`src/rtl/dl11_regs_if.sv`:
```
// CPU-side register bus of the DL11 console: one-cycle strobe, registered read data.
interface dl11_regs_if;
  logic        sel;
  logic        we;
  logic [1:0]  addr;
  logic [15:0] wdata;
  logic [15:0] rdata;

  modport master (output sel, we, addr, wdata, input rdata);
  modport slave  (input sel, we, addr, wdata, output rdata);
endinterface

```
`src/rtl/dl11_regs.sv`:
```
// DL11 console registers (RCSR/RBUF/XCSR/XBUF) between the CPU bus and serial_rx/serial_tx.
// Define DL11_IRQ_EN to enable the RIE/TIE bits and the rx_irq/tx_irq outputs.
module dl11_regs #(
  parameter int BUSY_WAIT = 4
) (
  input  logic        clk,
  input  logic        reset,
  dl11_regs_if.slave  bus,
  input  logic [7:0]  rx_byte,
  input  logic        rx_ready,
  output logic        rx_read,
  output logic [7:0]  tx_byte,
  output logic        tx_send,
  input  logic        tx_busy,
  output logic        rx_irq,
  output logic        tx_irq
);

  localparam logic [1:0] IDLE  = 2'd0;
  localparam logic [1:0] SEND  = 2'd1;
  localparam logic [1:0] WBUSY = 2'd2;
  localparam logic [1:0] WDONE = 2'd3;
  localparam int CW = $clog2(BUSY_WAIT + 1);

  logic [1:0]    state, state_nxt;
  logic [CW-1:0] wait_cnt, cnt_nxt;
  logic          ready, ready_nxt;
  logic [7:0]    byte_nxt;
  logic          send_nxt;
  logic          done, ovr;
  logic [7:0]    rbuf;
  logic          rie, tie;
  logic          rd, wr, capture, rbuf_rd;
  logic [15:0]   rd_mux;
  logic          unused_wdata;

  assign rd           = bus.sel & ~bus.we;
  assign wr           = bus.sel & bus.we;
  assign capture      = rx_ready & ~rx_read;
  assign rbuf_rd      = rd && (bus.addr == 2'd1);
  assign unused_wdata = ^bus.wdata[15:8];

  // A capture in the same cycle as an RBUF read keeps DONE but clears OVR: the old byte was consumed.
  always_ff @(posedge clk or negedge reset) begin
    if (!reset) begin
      done    <= 1'b0;
      ovr     <= 1'b0;
      rbuf    <= 8'h00;
      rx_read <= 1'b0;
    end else begin
      rx_read <= capture;
      if (capture) begin
        rbuf <= rx_byte;
        done <= 1'b1;
        ovr  <= done & ~rbuf_rd;
      end else if (rbuf_rd) begin
        done <= 1'b0;
        ovr  <= 1'b0;
      end
    end
  end

  always_comb begin
    state_nxt = state;
    ready_nxt = ready;
    cnt_nxt   = wait_cnt;
    byte_nxt  = tx_byte;
    send_nxt  = 1'b0;
    case (state)
      IDLE: begin
        if (wr && bus.addr == 2'd3 && ready) begin
          byte_nxt  = bus.wdata[7:0];
          ready_nxt = 1'b0;
          send_nxt  = 1'b1;
          state_nxt = SEND;
        end
      end
      SEND: begin
        cnt_nxt   = '0;
        state_nxt = WBUSY;
      end
      WBUSY: begin
        // A transmitter that never reports busy must not wedge the console.
        if (tx_busy) begin
          state_nxt = WDONE;
        end else if (wait_cnt == CW'(BUSY_WAIT - 1)) begin
          ready_nxt = 1'b1;
          state_nxt = IDLE;
        end else begin
          cnt_nxt = wait_cnt + CW'(1);
        end
      end
      WDONE: begin
        if (!tx_busy) begin
          ready_nxt = 1'b1;
          state_nxt = IDLE;
        end
      end
      default: state_nxt = IDLE;
    endcase
  end

  always_ff @(posedge clk or negedge reset) begin
    if (!reset) begin
      state    <= IDLE;
      wait_cnt <= '0;
      ready    <= 1'b1;
      tx_byte  <= 8'h00;
      tx_send  <= 1'b0;
    end else begin
      state    <= state_nxt;
      wait_cnt <= cnt_nxt;
      ready    <= ready_nxt;
      tx_byte  <= byte_nxt;
      tx_send  <= send_nxt;
    end
  end

  always_comb begin
    rd_mux = 16'h0000;
    case (bus.addr)
      2'd0:    rd_mux = {8'b0, done, rie, 6'b0};
      2'd1:    rd_mux = {ovr, ovr, 6'b0, rbuf};
      2'd2:    rd_mux = {8'b0, ready, tie, 6'b0};
      default: rd_mux = 16'h0000;
    endcase
  end

  always_ff @(posedge clk or negedge reset) begin
    if (!reset) begin
      bus.rdata <= 16'h0000;
    end else if (rd) begin
      bus.rdata <= rd_mux;
    end
  end

`ifdef DL11_IRQ_EN
  logic rie_nxt, tie_nxt, done_nxt;

  assign rie_nxt  = (wr && bus.addr == 2'd0) ? bus.wdata[6] : rie;
  assign tie_nxt  = (wr && bus.addr == 2'd2) ? bus.wdata[6] : tie;
  assign done_nxt = capture | (done & ~rbuf_rd);

  // Requests follow the next-state causes so they appear together with the register bits.
  always_ff @(posedge clk or negedge reset) begin
    if (!reset) begin
      rie    <= 1'b0;
      tie    <= 1'b0;
      rx_irq <= 1'b0;
      tx_irq <= 1'b0;
    end else begin
      rie    <= rie_nxt;
      tie    <= tie_nxt;
      rx_irq <= rie_nxt & done_nxt;
      tx_irq <= tie_nxt & ready_nxt;
    end
  end
`else
  assign rie    = 1'b0;
  assign tie    = 1'b0;
  assign rx_irq = 1'b0;
  assign tx_irq = 1'b0;
`endif

endmodule

```
`src/flat_wrapper.sv`:
```
// flat-port wrapper written by rule: the top's interface ports become plain ports
module dl11_regs_flat 
#(
  parameter int BUSY_WAIT = 4
)
  (clk, reset, rx_byte, rx_ready, rx_read, tx_byte, tx_send, tx_busy, rx_irq, tx_irq, bus_sel, bus_we, bus_addr, bus_wdata, bus_rdata);
  dl11_regs_if bus_i ();
  input  logic clk;
  input  logic reset;
  input  logic [7:0] rx_byte;
  input  logic rx_ready;
  output logic rx_read;
  output logic [7:0] tx_byte;
  output logic tx_send;
  input  logic tx_busy;
  output logic rx_irq;
  output logic tx_irq;
  input wire logic [$bits(bus_i.sel)-1:0] bus_sel;
  input wire logic [$bits(bus_i.we)-1:0] bus_we;
  input wire logic [$bits(bus_i.addr)-1:0] bus_addr;
  input wire logic [$bits(bus_i.wdata)-1:0] bus_wdata;
  output wire logic [$bits(bus_i.rdata)-1:0] bus_rdata;
  assign bus_i.sel = bus_sel;
  assign bus_i.we = bus_we;
  assign bus_i.addr = bus_addr;
  assign bus_i.wdata = bus_wdata;
  assign bus_rdata = bus_i.rdata;
  dl11_regs #(.BUSY_WAIT(BUSY_WAIT)) u_core (.clk(clk), .reset(reset), .bus(bus_i), .rx_byte(rx_byte), .rx_ready(rx_ready), .rx_read(rx_read), .tx_byte(tx_byte), .tx_send(tx_send), .tx_busy(tx_busy), .rx_irq(rx_irq), .tx_irq(tx_irq));
endmodule
```
`config.mk`:
```
export PLATFORM = sky130hd
export DESIGN_NAME = dl11_regs_flat
export DESIGN_NICKNAME = d
export VERILOG_FILES = /design/src/rtl/dl11_regs_if.sv /design/src/rtl/dl11_regs.sv /design/src/flat_wrapper.sv
export SDC_FILE = /design/constraint.sdc
export NUM_CORES = 1
export LEC_CHECK = 0
export CORE_AREA = 2 2 62 64
export CTS_CLUSTER_SIZE = 28
export DETAILED_ROUTE_END_ITERATION = 10
export DIE_AREA = 0 0 64 66
export GPL_TIMING_DRIVEN = 0
export PLACE_DENSITY = 0.89
export SLEW_MARGIN = 25
export SYNTH_ARGS = -nofsm -noshare
export SYNTH_HDL_FRONTEND = slang
export SYNTH_SLANG_ARGS = --single-unit
export TNS_END_PERCENT = 30
```
`constraint.sdc`:
```
create_clock -name clk -period 4.5 [get_ports clk]
set_input_delay 0.9 -clock clk [delete_from_list [all_inputs] [get_ports clk]]
set_output_delay 0.9 -clock clk [all_outputs]
set_load 0.01 [all_outputs]
```
==> results of run 1 <==
-- layout make-up --
class | count | area (um^2) | share of cell area
clock inverters | 1 | 7.507 | 0.003567
clock buffers | 5 | 37.54 | 0.01784
inverters | 4 | 15.01 | 0.007134
well taps | 48 | 60.06 | 0.02854
flip-flops and latches | 35 | 877.1 | 0.4168
repair buffers | 44 | 452.9 | 0.2152
plain buffers | 13 | 111.4 | 0.05291
multi-input cells | 62 | 543.0 | 0.2580
-- cell usage after synthesis --
cell type and n:
dfrtp_1 34, a22o_1 13, mux2_2 10, buf_4 9, mux2_4 7, inv_1 4
nor2_1 4, nor2b_1 3, a21oi_1 2, buf_2 2, ha_1 2, mux2i_1 2
a21o_1 1, a21o_2 1, and3_4 1, and4_1 1, buf_12 1, clkbuf_8 1
conb_1 1, dfstp_2 1, nand2_1 1, nand2b_1 1, nor3b_4 1, nor4_1 1
o211ai_1 1, o21bai_1 1, o22ai_1 1
-- kinds of logic (layout without fill, tap and decap cells) --
family,after synthesis,in the layout,synth area share
flops,35,35,0.5770
buf+inv,17,67,0.08312
fa+ha+maj,2,2,0.01646
compound gates,20,20,0.1062
mux,19,19,0.1564
simple gates,13,13,0.05844
other cells,1,8,0.002467
-- worst min path at each step --
| stage | endpoint | slack [ns] |
|---|---|---|
| finish | u_core.rbuf[6]$_DFFE_PN0P_ | 0.46 |
| global route | u_core.bus.rdata[0]$_DFFE_PN0N_ | 0.45 |
| CTS | u_core.bus.rdata[0]$_DFFE_PN0N_ | 0.45 |
| detailed placement | u_core.ready$_DFFE_PN1P_ | 0.47 |
| global placement | u_core.ready$_DFFE_PN1P_ | 0.46 |
| floorplan | u_core.ready$_DFFE_PN1P_ | 0.44 |
-- power groups by stage --
stage          sequential [mW]  clock (mW)  combinational, mW
6_report                 0.427       0.154              0.274
5_1_grt                  0.435       0.172              0.300
4_1_cts                  0.427       0.163              0.278
3_5_place_dp             0.433           0              0.277
3_3_place_gp             0.427           0              0.261
2_1_floorplan            0.441           0              0.135
-- through the flow --
step	setup slack (ns)	cell area (um^2)	power [mW]	instances
after CTS	2.200	2105	0.8684	212
after global placement	1.912	2037	0.6877	205
final	2.231	2105	0.8547	212
after detailed placement	2.007	2059	0.7104	206
after floorplan	2.694	1546	0.5764	114
after global routing	2.168	2105	0.9065	212
-- flip-flops by register name (all words and copies together), names as in the netlist, 2 cells and up --
| name | flops |
|---|---|
| u_core.state | 2 |
| u_core.bus.rdata | 9 |
| u_core.tx_byte | 8 |
| u_core.rbuf | 8 |
| u_core.wait_cnt | 3 |
-- per-layer routing --
metal  global-route usage  vias to the layer above  wire, um
met3              0.05792                        6       245
met5                    0                        -         0
met1               0.1676                      502      1173
li1                     -                      475         -
met2               0.2708                       44      1522
met4              0.06522                        0        52
-- cell usage in the layout, fill, tap and decap left out, drive strengths merged --
cell	netlist	routed
o21bai	1	1
buf	12	14
a21o	2	2
conb	1	8
mux2	17	17
nor2	4	4
a22o	13	13
clkinvlp	0	1
a21oi	2	2
nor2b	3	3
and4	1	1
dfrtp	34	34
o211ai	1	1
nor4	1	1
dfstp	1	1
o22ai	1	1
nor3b	1	1
clkbuf	1	6
mux2i	2	2
and3	1	1
ha	2	2
inv	4	4
nand2b	1	1
clkdlybuf4s50	0	42
nand2	1	1
==> flow_summary_export.csv, run 1 <==
group,metric,value,unit
setup_path,r2r_cells,5,
clock_tree,cts_root_buffer,"clkbuf_4",
setup_path,slowest_stage,"clkdlybuf4s50_1",
logic_synthesis,synthCells,107,
logic_synthesis,ys_seq_area_frac,0.5770,
sta,timing.hold.ws,0.4607,ns
finish,post-route-util,0.5927,
die,die_w,64,um
clock_tree,cts_tree,"done",
logic_synthesis,synth_top_area_share,0.5597,
setup_path,cp_max_fo,3,
sta,setup_tns,0,ns
logic_synthesis,avgSynthCellArea,14.21,um^2
setup_path,cp.required,3.60,ns
clock_tree,cts_hold_buf,0,
global_routing,grt_max_degree,24,
pwr,power_per_cell_area,406.1,nW/um^2
setup_path,path_delay_family,"buffers and inverters",
worst_hold_path,hp-class,"in2async",
sta,hold_viol,0,
drt,drt_first_pass_iters,4,
setup_path,critPathCapture,"bus_rdata[15]",
pwr,leakage,0.9737,nW
pwr,p_sw,0.2410,mW
outcome,outcome,"complete, no violations",
setup_path,crit_buf_inv,2,
finish,n_fill_cell,282,
global_routing,globalRouteOverflowTotal,0,
setup_path,critPathLaunchType,"register",
clock_tree,clockBufferDepth,2,
setup_path,r2r_end,"u_core.wait_cnt[0]$_DFFE_PN0P_",
finish,areaGrowthSynthToFinish,38.44,%
die,io_pins,60,
setup_path,r2r_slack,2.91,ns
logic_synthesis,netlist_area,1520,um^2
die,dieArea,4224,um^2
sta,period_needed,2.269,ns
setup_path,crit_arrival,1.37,ns
clock_tree,post_cts_resized,0,
setup_path,path_cells,"buf_4, clkdlybuf4s50_1",
sta,setup_viol,0,
clock_tree,clk_latency,0.33,ns
setup_path,path_depth,2,
drt,ant_nets,0,
sta,rsz0062_at_grt,"false",
finish,n_antenna_cell,0,
setup_path,cp-end-kind,"output pin",
place,gp_congestion,0.6938,
drt,finalWirelength,2994,um
pwr,combPwrFrac,0.321,
die,rows,22,
drt,drt_iter0_drc,17,
pwr,ir_worst_vdd,0.1984,mV
setup_path,crit_path_start,"u_core.bus.rdata[14]$_DFFE_PN0N_",
global_routing,grt_first_pass_wirelength,4823,um
setup_path,critical_path_class,"reg2out",
pwr,sw_frac_of_total,0.2820,
clock_tree,cts.clk_slew.worst_paths,0.10,ns
finish,nNetsFinal,199,
sta,fmax,0.4408,GHz
pwr,power.internal,0.6136,mW
place,io_buffers,43,
drt,avgViaCountPerCell,4.844,
sta,slew_viol_final,0,
finish,drive_gt1_frac,0.2561,
clock_tree,htree_levels,2,
clock_tree,cts_buffers,5,
logic_synthesis,synthTopCellsByArea,"dfrtp_1 (56%), a22o_1 (7.5%), mux2_2 (7.4%)",
logic_synthesis,ys_ff_latch,35,
place,hpwl,2248,um
global_routing,grt_usage,0.1546,
sta,period_share,0.5042,
global_routing,grt_pass1_vias,1049,
setup_path,reg2reg_from,"u_core.wait_cnt[0]$_DFFE_PN0P_",
setup_path,slowest_delay,0.52,ns
drt,num_vias,1027,
pwr,seqPwrFrac,0.499,
logic_synthesis,ys_warn_count,0,
drt,wire_per_inst,14.12,um
die,start_util,0.4281,
global_routing,antenna_found_initial,0,
die,core-area,3551,um^2
die,die_h,66,um
drt,drc,0,
logic_synthesis,synth_area_leader_cell,"dfrtp_1",
clock_tree,post_cts_buffers,0,
sta,finalClockSkew,0.008088,ns
clock_tree,cts_sinks,35,
logic_synthesis,synth_cell_types,27,
pwr,pwr-share-clk,0.180,
job,cap_violations,0,
No activity file was read; power rests on OpenSTA's default activity.
==> inputs of run 2 (changes only) <==
Settings changed: CORE_AREA 2 2 62 64 to 2 2 66 68, DIE_AREA 0 0 64 66 to 0 0 68 70, PLACE_DENSITY 0.89 to 0.84.
Clock period 4.5 ns to 1.9 ns, I/O delays scaled along.
==> run 2 against run 1 <==
First-iteration DRC count rose to 3.6 times the previous value. Power grew to 2.7 times the previous value. Critical endpoint unchanged. Register-to-register slack got worse by 2.6 ns. Largest power group unchanged. Design area grew 3.7%. Sequential share of layout area down 1.5 points.
==> flow_summary_export.csv, run 2 (synthesis results as in run 1) <==
group,metric,value,unit
clock_tree,post_cts_resized,0,
clock_tree,cts_buffers,5,
die,die_w,68,um
job,cap_violations,0,
place,io_buffers,43,
clock_tree,cts_root_buffer,"clkbuf_8",
clock_tree,cts_sinks,35,
sta,setup_tns,0,ns
die,die_h,70,um
clock_tree,cts_tree,"done",
die,io_pins,60,
global_routing,grt_first_pass_wirelength,4698,um
global_routing,antenna_found_initial,0,
finish,final_cells,218,
place,hpwl,2082,um
global_routing,globalRouteOverflowTotal,0,
worst_hold_path,hp-class,"in2async",
pwr,ir_worst_vdd,0.5681,mV
setup_path,cp-end-kind,"output pin",
die,dieArea,4760,um^2
sta,period_needed,1.689,ns
finish,areaGrowthSynthToFinish,43.54,%
global_routing,grt_usage,0.1332,
pwr,p_total,2.342,mW
drt,drt_iter0_drc,62,
clock_tree,clk_latency,0.28,ns
drt,wire_per_inst,12.87,um
drt,ant_nets,0,
pwr,power_per_cell_area,1073,nW/um^2
clock_tree,post_cts_buffers,0,
setup_path,slowest_stage,"clkdlybuf4s50_1",
die,rows,24,
setup_path,r2r_end,"u_core.wait_cnt[0]$_DFFE_PN0P_",
setup_path,slowest_delay,0.52,ns
clock_tree,clockBufferDepth,2,
clock_tree,htree_levels,2,
sta,period_share,0.8891,
pwr,leakage,1.012,nW
setup_path,r2r_cells,5,
finish,drive_gt1_frac,0.2651,
drt,drt_first_pass_iters,3,
setup_path,r2r_slack,0.36,ns
setup_path,cp.required,1.52,ns
global_routing,grt_max_degree,20,
setup_path,reg2reg_from,"u_core.wait_cnt[0]$_DFFE_PN0P_",
global_routing,grt_pass1_vias,988,
finish,stdcell_area,2182,um^2
place,gp_congestion,0.7021,
finish,final_cell_mix,"clkdlybuf4s50_1 (42), dfrtp_1 (34), a22o_1 (13), mux2_2 (10), buf_4 (9)",
finish,n_fill_cell,367,
finish,seq_area,877.1,um^2
clock_tree,cts_hold_buf,0,
sta,finalClockSkew,0.004248,ns
sta,setup_viol,0,
die,core-area,4144,um^2
place,dp.cells,210,
finish,nNetsFinal,199,
drt,drc,0,
die,start_util,0.3668,
sta,hold_viol,0,
setup_path,crit_arrival,1.31,ns
sta,fmax,0.5920,GHz
place,place_area,2064,um^2
setup_path,cp_max_fo,3,
finish,largest_register_ffs,9,
outcome,outcome,"complete, no violations",
finish,regMostFlops,"u_core.bus.rdata",
sta,slew_viol_final,0,
clock_tree,cts.clk_slew.worst_paths,0.07,ns
setup_path,critical_path_class,"reg2out",
setup_path,path_cells,"buf_4, clkdlybuf4s50_1",
finish,final_common_cell,"clkdlybuf4s50_1",
drt,finalWirelength,2805,um
sta,rsz0062_at_grt,"false",
finish,reg.largest.list,"u_core.bus.rdata: 9 flops, u_core.rbuf: 8 flops, u_core.tx_byte: 8 flops",
finish,n_antenna_cell,0,
drt,avgViaCountPerCell,4.550,
drt,num_vias,992,
finish,multiInputGateArea,543.0,um^2
sta,timing.hold.ws,0.02184,ns
setup_path,critPathLaunchType,"register",
run 2: final cells by class:
type	instances	share of cell area
multi-input combinational	62	0.2489
inverter	4	0.006881
clock inverter	2	0.01606
timing repair buffer	44	0.2076
sequential	35	0.4019
clock buffer	6	0.03784
tap	52	0.02982
buffer	13	0.05103
run 2: metrics by stage:
step                      utilization  setup slack, ns
after floorplan                     -           0.4794
after global placement         0.4928          -0.3021
after detailed placement       0.4982         -0.06628
after CTS                      0.5266           0.1961
after global routing           0.5266           0.1467
final                          0.5266           0.2108
run 2: report_power, final:
group | switching (mW) | leakage, nW | internal [mW]
Combinational | 0.224 | 0.514 | 0.417
Sequential | 0.104 | 0.437 | 0.906
Clock | 0.266 | 0.0612 | 0.424
run 2: how the worst max path moves through the flow:
stage,to,startpoint,slack [ns],cells past startpoint
2_1_floorplan,u_core.tx_byte[1]$_DFFE_PN0P_,u_core.ready$_DFFE_PN1P_,0.48,4
3_3_place_gp,u_core.tx_byte[2]$_DFFE_PN0P_,reset,-0.30,1
3_5_place_dp,u_core.tx_byte[1]$_DFFE_PN0P_,bus_addr[1],-0.07,5
4_1_cts,bus_rdata[15],u_core.bus.rdata[14]$_DFFE_PN0N_,0.20,2
5_1_grt,bus_rdata[15],u_core.bus.rdata[14]$_DFFE_PN0N_,0.15,2
6_report,bus_rdata[15],u_core.bus.rdata[14]$_DFFE_PN0N_,0.21,2
run 2: worst max-delay path: cells and delay by family, from the launching register on:
family / cells / cell delay [ns]
buffers and inverters: 2 / 0.64
DFF: 1 / 0.39
run 2: layer usage:
layer	global-route usage	wire (um)	part of all wire
met1	0.1603	1168	0.42
met2	0.2125	1403	0.50
met3	0.05797	199	0.071
met4	0.04000	34	0.012
met5	0	0	0
==> inputs of run 3 (changes only) <==
Settings changed: ABC_CLOCK_PERIOD_IN_PS set to 1900.
==> results of run 3 <==
Final layout, timing and power as in run 2 (identical DEF).
